<file path="config.mk">
export PLATFORM = sky130hd
export DESIGN_NAME = lpf_iir_mc_flat
export DESIGN_NICKNAME = d
export VERILOG_FILES = /design/src/rtl/lpf_iir_mc_if.sv /design/src/rtl/lpf_iir_mc.sv /design/src/flat_wrapper.sv
export SDC_FILE = /design/constraint.sdc
export NUM_CORES = 1
export LEC_CHECK = 0
export ABC_AREA = 1
export CORE_MARGIN = 2
export CORE_UTILIZATION = 45
export DETAILED_ROUTE_END_ITERATION = 12
export GPL_ROUTABILITY_DRIVEN = 0
export HOLD_SLACK_MARGIN = 0.03
export SYNTH_ARGS = -nofsm -noshare
export SYNTH_HDL_FRONTEND = slang
export SYNTH_SLANG_ARGS = --single-unit
</file>
<file path="constraint.sdc">
create_clock -name clk -period 5.89 [get_ports clk]
set_clock_uncertainty 0.1 [all_clocks]
set_input_delay 1.4725 -clock clk [delete_from_list [all_inputs] [get_ports clk]]
set_output_delay 1.4725 -clock clk [all_outputs]
set_load 0.005 [all_outputs]
</file>
<file path="src/rtl/lpf_iir_mc_if.sv">
// Sample-in / filtered-sample-out bus of the multi-channel IIR low-pass filter.
// The filter sits on the slave side; the sample source and sink use master.
interface lpf_iir_mc_if #(
  parameter int WIDTH = 10,
  parameter int CHW   = 2
);
  logic                    s_valid;
  logic                    s_ready;
  logic [CHW-1:0]          s_ch;
  logic signed [WIDTH-1:0] s_data;
  logic                    m_valid;
  logic [CHW-1:0]          m_ch;
  logic signed [WIDTH-1:0] m_data;

  modport master (output s_valid, s_ch, s_data, input s_ready, m_valid, m_ch, m_data);
  modport slave  (input s_valid, s_ch, s_data, output s_ready, m_valid, m_ch, m_data);
endinterface

</file>
<file path="src/rtl/lpf_iir_mc.sv">
// Time-multiplexed first-order IIR low-pass, y += alpha*(x - y), one shared multiplier
// for CH channels, three-stage pipeline with a same-channel stall instead of forwarding.
module lpf_iir_mc #(
  parameter int          WIDTH     = 10,
  parameter int          SCALE     = 15,
  parameter int          ALPHA_W   = 16,
  parameter int          CH        = 4,
  parameter int          CHW       = 2,
  parameter int unsigned ALPHA_RST = 12629
) (
  input  logic               clk,
  input  logic               rst_n,
  input  logic               en,
  input  logic               clr,
  input  logic               bypass,
  input  logic               alpha_we,
  input  logic [ALPHA_W-1:0] alpha_in,
  lpf_iir_mc_if.slave        bus
);
  localparam int PW = WIDTH + ALPHA_W + 1;
  localparam int SW = WIDTH + 2;
  localparam logic [ALPHA_W-1:0] ALPHA_ONE = {{(ALPHA_W-1){1'b0}}, 1'b1} << SCALE;
  localparam logic [PW-1:0]      RND_HALF  = {{(PW-1){1'b0}}, 1'b1} << (SCALE - 1);

  function automatic logic [ALPHA_W-1:0] clamp_alpha(input logic [ALPHA_W-1:0] a);
    if (a > ALPHA_ONE) return ALPHA_ONE;
    else return a;
  endfunction

  function automatic logic signed [WIDTH-1:0] sat_sum(input logic signed [SW-1:0] s);
    logic signed [SW-1:0] hi;
    logic signed [SW-1:0] lo;
    hi = SW'({1'b0, {(WIDTH-1){1'b1}}});
    lo = {{(SW-WIDTH+1){1'b1}}, {(WIDTH-1){1'b0}}};
    if (s > hi) return hi[WIDTH-1:0];
    else if (s < lo) return lo[WIDTH-1:0];
    else return s[WIDTH-1:0];
  endfunction

  logic [ALPHA_W-1:0]      alpha_r;
  logic signed [WIDTH-1:0] y_prev_r [CH];

  logic                    v1_r, byp1_r;
  logic [CHW-1:0]          ch1_r;
  logic signed [WIDTH-1:0] x1_r, y1_r;
  logic signed [WIDTH:0]   diff1_r;
  logic [ALPHA_W-1:0]      alpha1_r;

  logic                    v2_r, byp2_r;
  logic [CHW-1:0]          ch2_r;
  logic signed [WIDTH-1:0] x2_r, y2_r;
  logic signed [PW-1:0]    prod2_r;

  logic                    m_valid_r;
  logic [CHW-1:0]          m_ch_r;
  logic signed [WIDTH-1:0] m_data_r;

  logic                    hazard_s, ready_s, accept_s, ch_ok_s;
  logic signed [WIDTH-1:0] y_rd_s;
  logic signed [WIDTH:0]   diff_s;
  logic signed [PW-1:0]    diff_ext_s, alpha_ext_s, prod_s, rnd_s, shr_s;
  logic signed [SW-1:0]    inc_s, sum_s;
  logic signed [WIDTH-1:0] res_s;

  // Acceptance: stall while the same channel is still in S1 or S2 (its y_prev is stale)
  always_comb begin
    hazard_s = (v1_r && (ch1_r == bus.s_ch)) || (v2_r && (ch2_r == bus.s_ch));
    ready_s  = rst_n && en && !clr && !hazard_s;
    accept_s = ready_s && bus.s_valid;
    ch_ok_s  = (32'(bus.s_ch) < CH);
    if (ch_ok_s) y_rd_s = y_prev_r[bus.s_ch];
    else y_rd_s = {WIDTH{1'b0}};
    diff_s = {bus.s_data[WIDTH-1], bus.s_data} - {y_rd_s[WIDTH-1], y_rd_s};
  end

  // Datapath: exact product, round half up, saturating accumulate
  always_comb begin
    diff_ext_s  = PW'(diff1_r);
    alpha_ext_s = PW'(alpha1_r);
    prod_s      = diff_ext_s * alpha_ext_s;
    rnd_s       = prod2_r + RND_HALF;
    shr_s       = rnd_s >>> SCALE;
    inc_s       = SW'(shr_s);
    sum_s       = SW'(y2_r) + inc_s;
    if (byp2_r) res_s = x2_r;
    else res_s = sat_sum(sum_s);
  end

  // Alpha register, written independently of en and clr
  always_ff @(posedge clk or negedge rst_n) begin
    if (!rst_n) alpha_r <= ALPHA_W'(ALPHA_RST);
    else if (alpha_we) alpha_r <= clamp_alpha(alpha_in);
    else alpha_r <= alpha_r;
  end

  // Pipeline and per-channel history; clr wins over en and acceptance
  always_ff @(posedge clk or negedge rst_n) begin
    if (!rst_n) begin
      v1_r <= 1'b0; byp1_r <= 1'b0; ch1_r <= '0; x1_r <= '0; y1_r <= '0;
      diff1_r <= '0; alpha1_r <= '0;
      v2_r <= 1'b0; byp2_r <= 1'b0; ch2_r <= '0; x2_r <= '0; y2_r <= '0; prod2_r <= '0;
      m_valid_r <= 1'b0; m_ch_r <= '0; m_data_r <= '0;
      for (int c = 0; c < CH; c++) y_prev_r[c] <= '0;
    end else if (clr) begin
      v1_r <= 1'b0;
      v2_r <= 1'b0;
      m_valid_r <= 1'b0;
      for (int c = 0; c < CH; c++) y_prev_r[c] <= '0;
    end else if (!en) begin
      m_valid_r <= 1'b0;
    end else begin
      v1_r <= accept_s && ch_ok_s;
      if (accept_s) begin
        ch1_r    <= bus.s_ch;
        x1_r     <= bus.s_data;
        y1_r     <= y_rd_s;
        diff1_r  <= diff_s;
        byp1_r   <= bypass;
        alpha1_r <= alpha_r;
      end
      v2_r    <= v1_r;
      ch2_r   <= ch1_r;
      x2_r    <= x1_r;
      y2_r    <= y1_r;
      byp2_r  <= byp1_r;
      prod2_r <= prod_s;
      m_valid_r <= v2_r;
      if (v2_r) begin
        m_ch_r            <= ch2_r;
        m_data_r          <= res_s;
        y_prev_r[ch2_r]   <= res_s;
      end
    end
  end

  assign bus.s_ready = ready_s;
  assign bus.m_valid = m_valid_r;
  assign bus.m_ch    = m_ch_r;
  assign bus.m_data  = m_data_r;
endmodule

</file>
<file path="src/flat_wrapper.sv">
// flat-port wrapper written by rule: the top's interface ports become plain ports
module lpf_iir_mc_flat 
#(
  parameter int          WIDTH     = 10,
  parameter int          SCALE     = 15,
  parameter int          ALPHA_W   = 16,
  parameter int          CH        = 4,
  parameter int          CHW       = 2,
  parameter int unsigned ALPHA_RST = 12629
)
  (clk, rst_n, en, clr, bypass, alpha_we, alpha_in, bus_s_valid, bus_s_ch, bus_s_data, bus_s_ready, bus_m_valid, bus_m_ch, bus_m_data);
  lpf_iir_mc_if #(.WIDTH(WIDTH), .CHW(CHW)) bus_i ();
  input  logic clk;
  input  logic rst_n;
  input  logic en;
  input  logic clr;
  input  logic bypass;
  input  logic alpha_we;
  input  logic [ALPHA_W-1:0] alpha_in;
  input wire logic [$bits(bus_i.s_valid)-1:0] bus_s_valid;
  input wire logic [$bits(bus_i.s_ch)-1:0] bus_s_ch;
  input wire logic [$bits(bus_i.s_data)-1:0] bus_s_data;
  output wire logic [$bits(bus_i.s_ready)-1:0] bus_s_ready;
  output wire logic [$bits(bus_i.m_valid)-1:0] bus_m_valid;
  output wire logic [$bits(bus_i.m_ch)-1:0] bus_m_ch;
  output wire logic [$bits(bus_i.m_data)-1:0] bus_m_data;
  assign bus_i.s_valid = bus_s_valid;
  assign bus_i.s_ch = bus_s_ch;
  assign bus_i.s_data = bus_s_data;
  assign bus_s_ready = bus_i.s_ready;
  assign bus_m_valid = bus_i.m_valid;
  assign bus_m_ch = bus_i.m_ch;
  assign bus_m_data = bus_i.m_data;
  lpf_iir_mc #(.WIDTH(WIDTH), .SCALE(SCALE), .ALPHA_W(ALPHA_W), .CH(CH), .CHW(CHW), .ALPHA_RST(ALPHA_RST)) u_core (.clk(clk), .rst_n(rst_n), .en(en), .clr(clr), .bypass(bypass), .alpha_we(alpha_we), .alpha_in(alpha_in), .bus(bus_i));
endmodule
</file>
# --- Word-level counts from Yosys, hierarchy flattened ---
# Index checks and enable logic that the tools add are counted.
totals:
  reg_bits: 171
  latch_bits: 0
  mem_bits_rw: 0
  mem_bits_ro: 0
  inputBits: 35
  output_inout_bits: 14
  n_memories: 0
op_classes:
  addsub: 3
  mul: 1
  div_mod_pow: 0
  magnitude_cmp: 6
  n_eq_ne: 2
  shift: 0
  mux: 19
  n_bitwise: 3
  n_reduce_logical: 16
op_table:
  columns: ["operator", "n"]
  rows:
  - ["40-bit 2-to-1 mux", 3]
  - ["10-bit 2-to-1 mux", 6]
  - ["40-bit bitwise mux", 1]
  - ["27-bit by 15-bit adder with 27-bit output (second input constant)", 1]
  - ["11-bit by 17-bit multiplier with 27-bit output", 1]
  - ["10-bit binary-select mux with 2-bit select", 1]
  - ["10-bit demux with 2-bit select", 1]
  - ["16-bit greater-than comparator (second input constant)", 1]
  - ["16-bit 2-to-1 mux", 1]
  - ["10-bit by 12-bit adder with 12-bit output", 1]
  - ["12-bit by 10-bit greater-than comparator with 1-bit output (second input constant)", 1]
  - ["12-bit by 10-bit less-than comparator with 1-bit output (second input constant)", 1]
  - ["10-bit by 10-bit subtractor with 11-bit output", 1]
  - ["1-bit logical AND", 7]
  - ["3-bit greater-or-equal comparator (second input constant)", 2]
  - ["1-bit 2-to-1 mux", 6]
  - ["2-bit inverter with 3-bit output", 2]
  - ["3-bit AND reduction", 2]
  - ["2-bit == test", 2]
  - ["2-bit AND reduction", 2]
  - ["2-bit nonzero test", 2]
  - ["3-bit by 1-bit less-than comparator with 1-bit output (second input constant)", 1]
  - ["1-bit zero test", 2]
  - ["1-bit logical OR", 1]
  - ["1-bit inverter", 1]

# --- Depth between registers and ports, before layout ---
logic_depth:
  depth_word: 10
  mapped_depth: 25
  depth_no_buf: 23

# --- Worst setup path after synthesis ---
# OpenSTA, ideal clock, no wires.
synth_path:
  kind: "flip-flop to flip-flop"
  startpoint: "register u_core.diff1_r[5]"
  endpoint: "register u_core.prod2_r[19]"
  setup_ns: 0.118
  arrival_ns: 4.917
  required_time_ns: 5.672
  slack_ns: 0.755
  stages_incl_launch_ff: 21
  cell_sequence: "dfrtp_1 > clkbuf_1 > clkbuf_1 > nand2_1 > fa_1 > inv_1 > fa_1 > fa_1 > fa_1 > inv_1 > fa_1 > inv_1 > ha_1 > a21oi_1 > a21boi_0 > nor2_1 > nor2_1 > nand2_1 > or2_2 > nand3_1 > nand2_1"
synth_between:
  elab_chain_cells: 1
synth_rtl:
  columns: ["element", "line", "text"]
  rows:
  - ["from (decl)", "lpf_iir_mc.sv:46", "logic signed [WIDTH:0] diff1_r;"]
  - ["from (signal assigned)", "lpf_iir_mc.sv:117", "diff1_r <= diff_s;"]
  - ["11-bit by 17-bit multiplier with 27-bit output", "lpf_iir_mc.sv:80", "prod_s = diff_ext_s * alpha_ext_s;"]
  - ["to (signal assigned)", "lpf_iir_mc.sv:126", "prod2_r <= prod_s;"]
  - ["to (decl)", "lpf_iir_mc.sv:52", "logic signed [PW-1:0] prod2_r;"]
# Every way passes these cells.
# A chain may end at the register's enable or synchronous reset.

# --- Worst setup path after layout ---
layout_path:
  startpoint: "register u_core.diff1_r[6]"
  endpoint: "register u_core.prod2_r[19]"
# The elaborated chain is that of the path after synthesis.

==> impl_metrics.tcl <==
set metrics [dict create \
    status "finished clean" \
    crit_fanout 17 \
    syn_to_final_growth_pct 9.71 \
    clock_sinks 157 \
    yosysUniqueCellTypes 46 \
    grt.overflow.total 0 \
    synth_top_area_cell "dfrtp_1" \
    netlist_instances 1811 \
    drv_cap 0 \
    wirelength_mm 35.8 \
    critPathLaunch "u_core.diff1_r[6]$_DFFE_PN0P_" \
    post_cts_resized 0 \
    synth_common_cells "591 x nand2_1, 333 x inv_1, 150 x dfrtp_1" \
    final_layout_size_suffix_gt1_share_pct 4.37 \
    drc 0 \
    synthFlopType "dfrtp_1" \
    final_cells 2228 \
    tightest_slew_ps 1280 \
    grt_max_degree 158 \
    worstPathRequired_ps 6110 \
    dpl.cell_count 2196 \
    syn_nets 2069 \
    core-area_mm2 0.0305 \
    ys_ff_latch 157 \
    cp_slowest_stage_delay_ps 760 \
    r2r-start "u_core.diff1_r[6]$_DFFE_PN0P_" \
    first_global_vias 11507 \
    io_buffers 48 \
    cts_made_buffers 17 \
    ctsRootBufferMaster "clkbuf_16" \
    crit_family "adder cells" \
    grt_setup_unrepaired "no" \
    hold_ws_ps 367 \
    end_kind "register" \
    hp-start "u_core.alpha_r[0]$_DFFE_PN1P_" \
    fin_util_pct 50.0 \
    final_cell_area_mm2 0.0152 \
    ioPinCount 49 \
    ir_drop_uv 278 \
    antennaDiodeCount 0 \
    power.leakage_uw 0.00831 \
    synth.most_common_cell "nand2_1" \
    fin_nets 2077 \
    syn_area_mm2 0.0139 \
    ys_warn_count 0 \
    ctsHoldBuffers 0 \
    detail_route.wl_per_cell_um 16.1 \
    max_slew_margin_pct 14.1 \
    cp_num_buf_inv 3 \
    die_area_mm2 0.0323 \
    clkLatencyLatePin_ps 430 \
    power.density_mw_per_mm2 456 \
    fin_crit_sh_pct 92.0 \
    synth_top_area_share_pct 27.0 \
    ant_nets 0 \
    grt_usage_pct 23.3 \
    crit_path_start_kind "register" \
    avgSynthCellArea_um2 7.67 \
    path_cells "nand2_1 -> fa_1 -> inv_1 -> fa_1 -> fa_1 -> fa_1 -> inv_1 -> fa_1 -> inv_1 -> ha_1 -> a21oi_1 -> a21boi_0 -> nor2_1 -> nor2_1 -> nand2_1 -> or2_2 -> nand3_1 -> nand2_1" \
    cts_tree "yes" \
    synthArstFlopShare_pct 100 \
    row_count 64 \
    synth-seq-area-share_pct 28.3 \
    initial_core_util_pct 45.6 \
    slew_violations 0 \
    crit_slowest_cell "dfrtp_1" \
    drtIter0Drc 823 \
    post_cts_buffers 0 \
    max_freq_ghz 0.185 \
    drtPass1Iterations 5 \
    finalSetupTns_ps 0 \
    cp_common_cell "fa_1" \
    clk_pin_slew_ps 70 \
    ctsLongestPathBuffers 2 \
    hold_viol 0 \
    finalCriticalPeriod_ps 5420 \
    vias 11293 \
    die_w_um 180 \
    antenna_found_initial 0 \
    place_area_mm2 0.0147 \
    synth-edff-count 0 \
    h-tree-depth 4 \
    fp.dieH_um 180 \
    hold_class "reg2reg" \
    dpl.hpwl_mm 27.2 \
    worstSetupPathType "reg2reg" \
    grt_pass1_wl_mm 60.4 \
    finalSetupViolCount 0 \
    arrival_ps 5640 \
    vias_per_cell 5.07 \
    synth_area_leaders "dfrtp_1 27%, fa_1 18%, nand2_1 16%" \
]
worst reg2reg max path, stage by stage, from the launching register on:
cell and delay [ps]:
dfrtp_1 760, nand2_1 160, fa_1 550, inv_1 60, fa_1 560, fa_1 440, fa_1 550, inv_1 60
fa_1 520, inv_1 40, ha_1 350, a21oi_1 180, a21boi_0 350, nor2_1 70, nor2_1 90, nand2_1 80
or2_2 270, nand3_1 70, nand2_1 50
stage by stage:
stage,setup WS (ps),power [uW]
2_1_floorplan,755,4640
3_3_place_gp,550,5780
3_5_place_dp,500,5830
4_1_cts,500,6960
5_1_grt,69.5,7720
6_report,473,6960
cell type report:
type	instances	area [um2]
Clock buffer	19	443
Sequential cell	157	3940
Fill cell	3030	15300
Inverter	338	1270
Timing Repair Buffer	59	577
Tap cell	396	495
Clock inverter	13	124
Multi-Input combinational cell	1246	8400
placed cells by master, fill, tap and decap left out, types with 6 or more instances in the layout:
master and instances:
clkdlybuf4s50_1 47, inv_1 333, nor4_1 8, a21oi_1 48, dfstp_2 7, nand2_1 591
nor2_1 62, dfrtp_1 150, nand3_1 99, or2_2 6, a31oi_1 7, o21ai_1 30
nor3_1 6, buf_4 10, nand4_1 13, xnor2_1 13, nand2_4 9, clkbuf_16 17
a32o_1 8, ha_1 97, o21ai_0 66, xor2_1 15, or2_1 9, fa_1 126
power by group:
group,internal [uW],switching [uW],total [uW]
sequential,1260,297,1560
combinational,1570,2730,4300
clock,572,522,1090
state kept, by name (all words and copies together), names as in the netlist, 10 cells and up:
signal             count
u_core.alpha1_r       16
u_core.alpha_r        16
u_core.bus.m_data     10
u_core.diff1_r        11
u_core.prod2_r        13
u_core.x1_r           10
u_core.x2_r           10
u_core.y1_r           10
u_core.y2_r           10
u_core.y_prev_r       40
kinds of logic (layout without fill, tap and decap cells):
group	after synthesis	in the layout	synth area share [%]
simple gates	818	818	24.7
buf+inv	408	429	11.2
fa+ha+maj	223	223	26.9
compound gates	177	177	7.07
flops	157	157	28.3
xor+xnor	28	28	1.76
worst paths after layout:
kind                            slack (ps)  cells after the start                             end
worst min register to register         370                      2   u_core.alpha_r[0]$_DFFE_PN1P_
worst min-delay path                   370                      2   u_core.alpha_r[0]$_DFFE_PN1P_
max in group asynchronous             3890                      2   u_core.diff1_r[1]$_DFFE_PN0P_
worst max-delay path                   470                     18  u_core.prod2_r[19]$_DFFE_PN0P_
min in group asynchronous             1030                      2      u_core.y2_r[8]$_DFFE_PN0P_
worst max register to register         470                     18  u_core.prod2_r[19]$_DFFE_PN0P_
routing by layer:
layer  vias to the layer above  global-route usage [%]  part of all wire, %  wire length, um
li1                       5551                       -                    -                -
met1                      5411                    34.7                   49            17600
met2                       294                    35.6                   44            15700
met3                        37                    3.87                  5.3             1910
met4                         0                    5.46                  1.5              529
met5                         -                       0                    0                0
No activity file was read; power rests on OpenSTA's default activity.
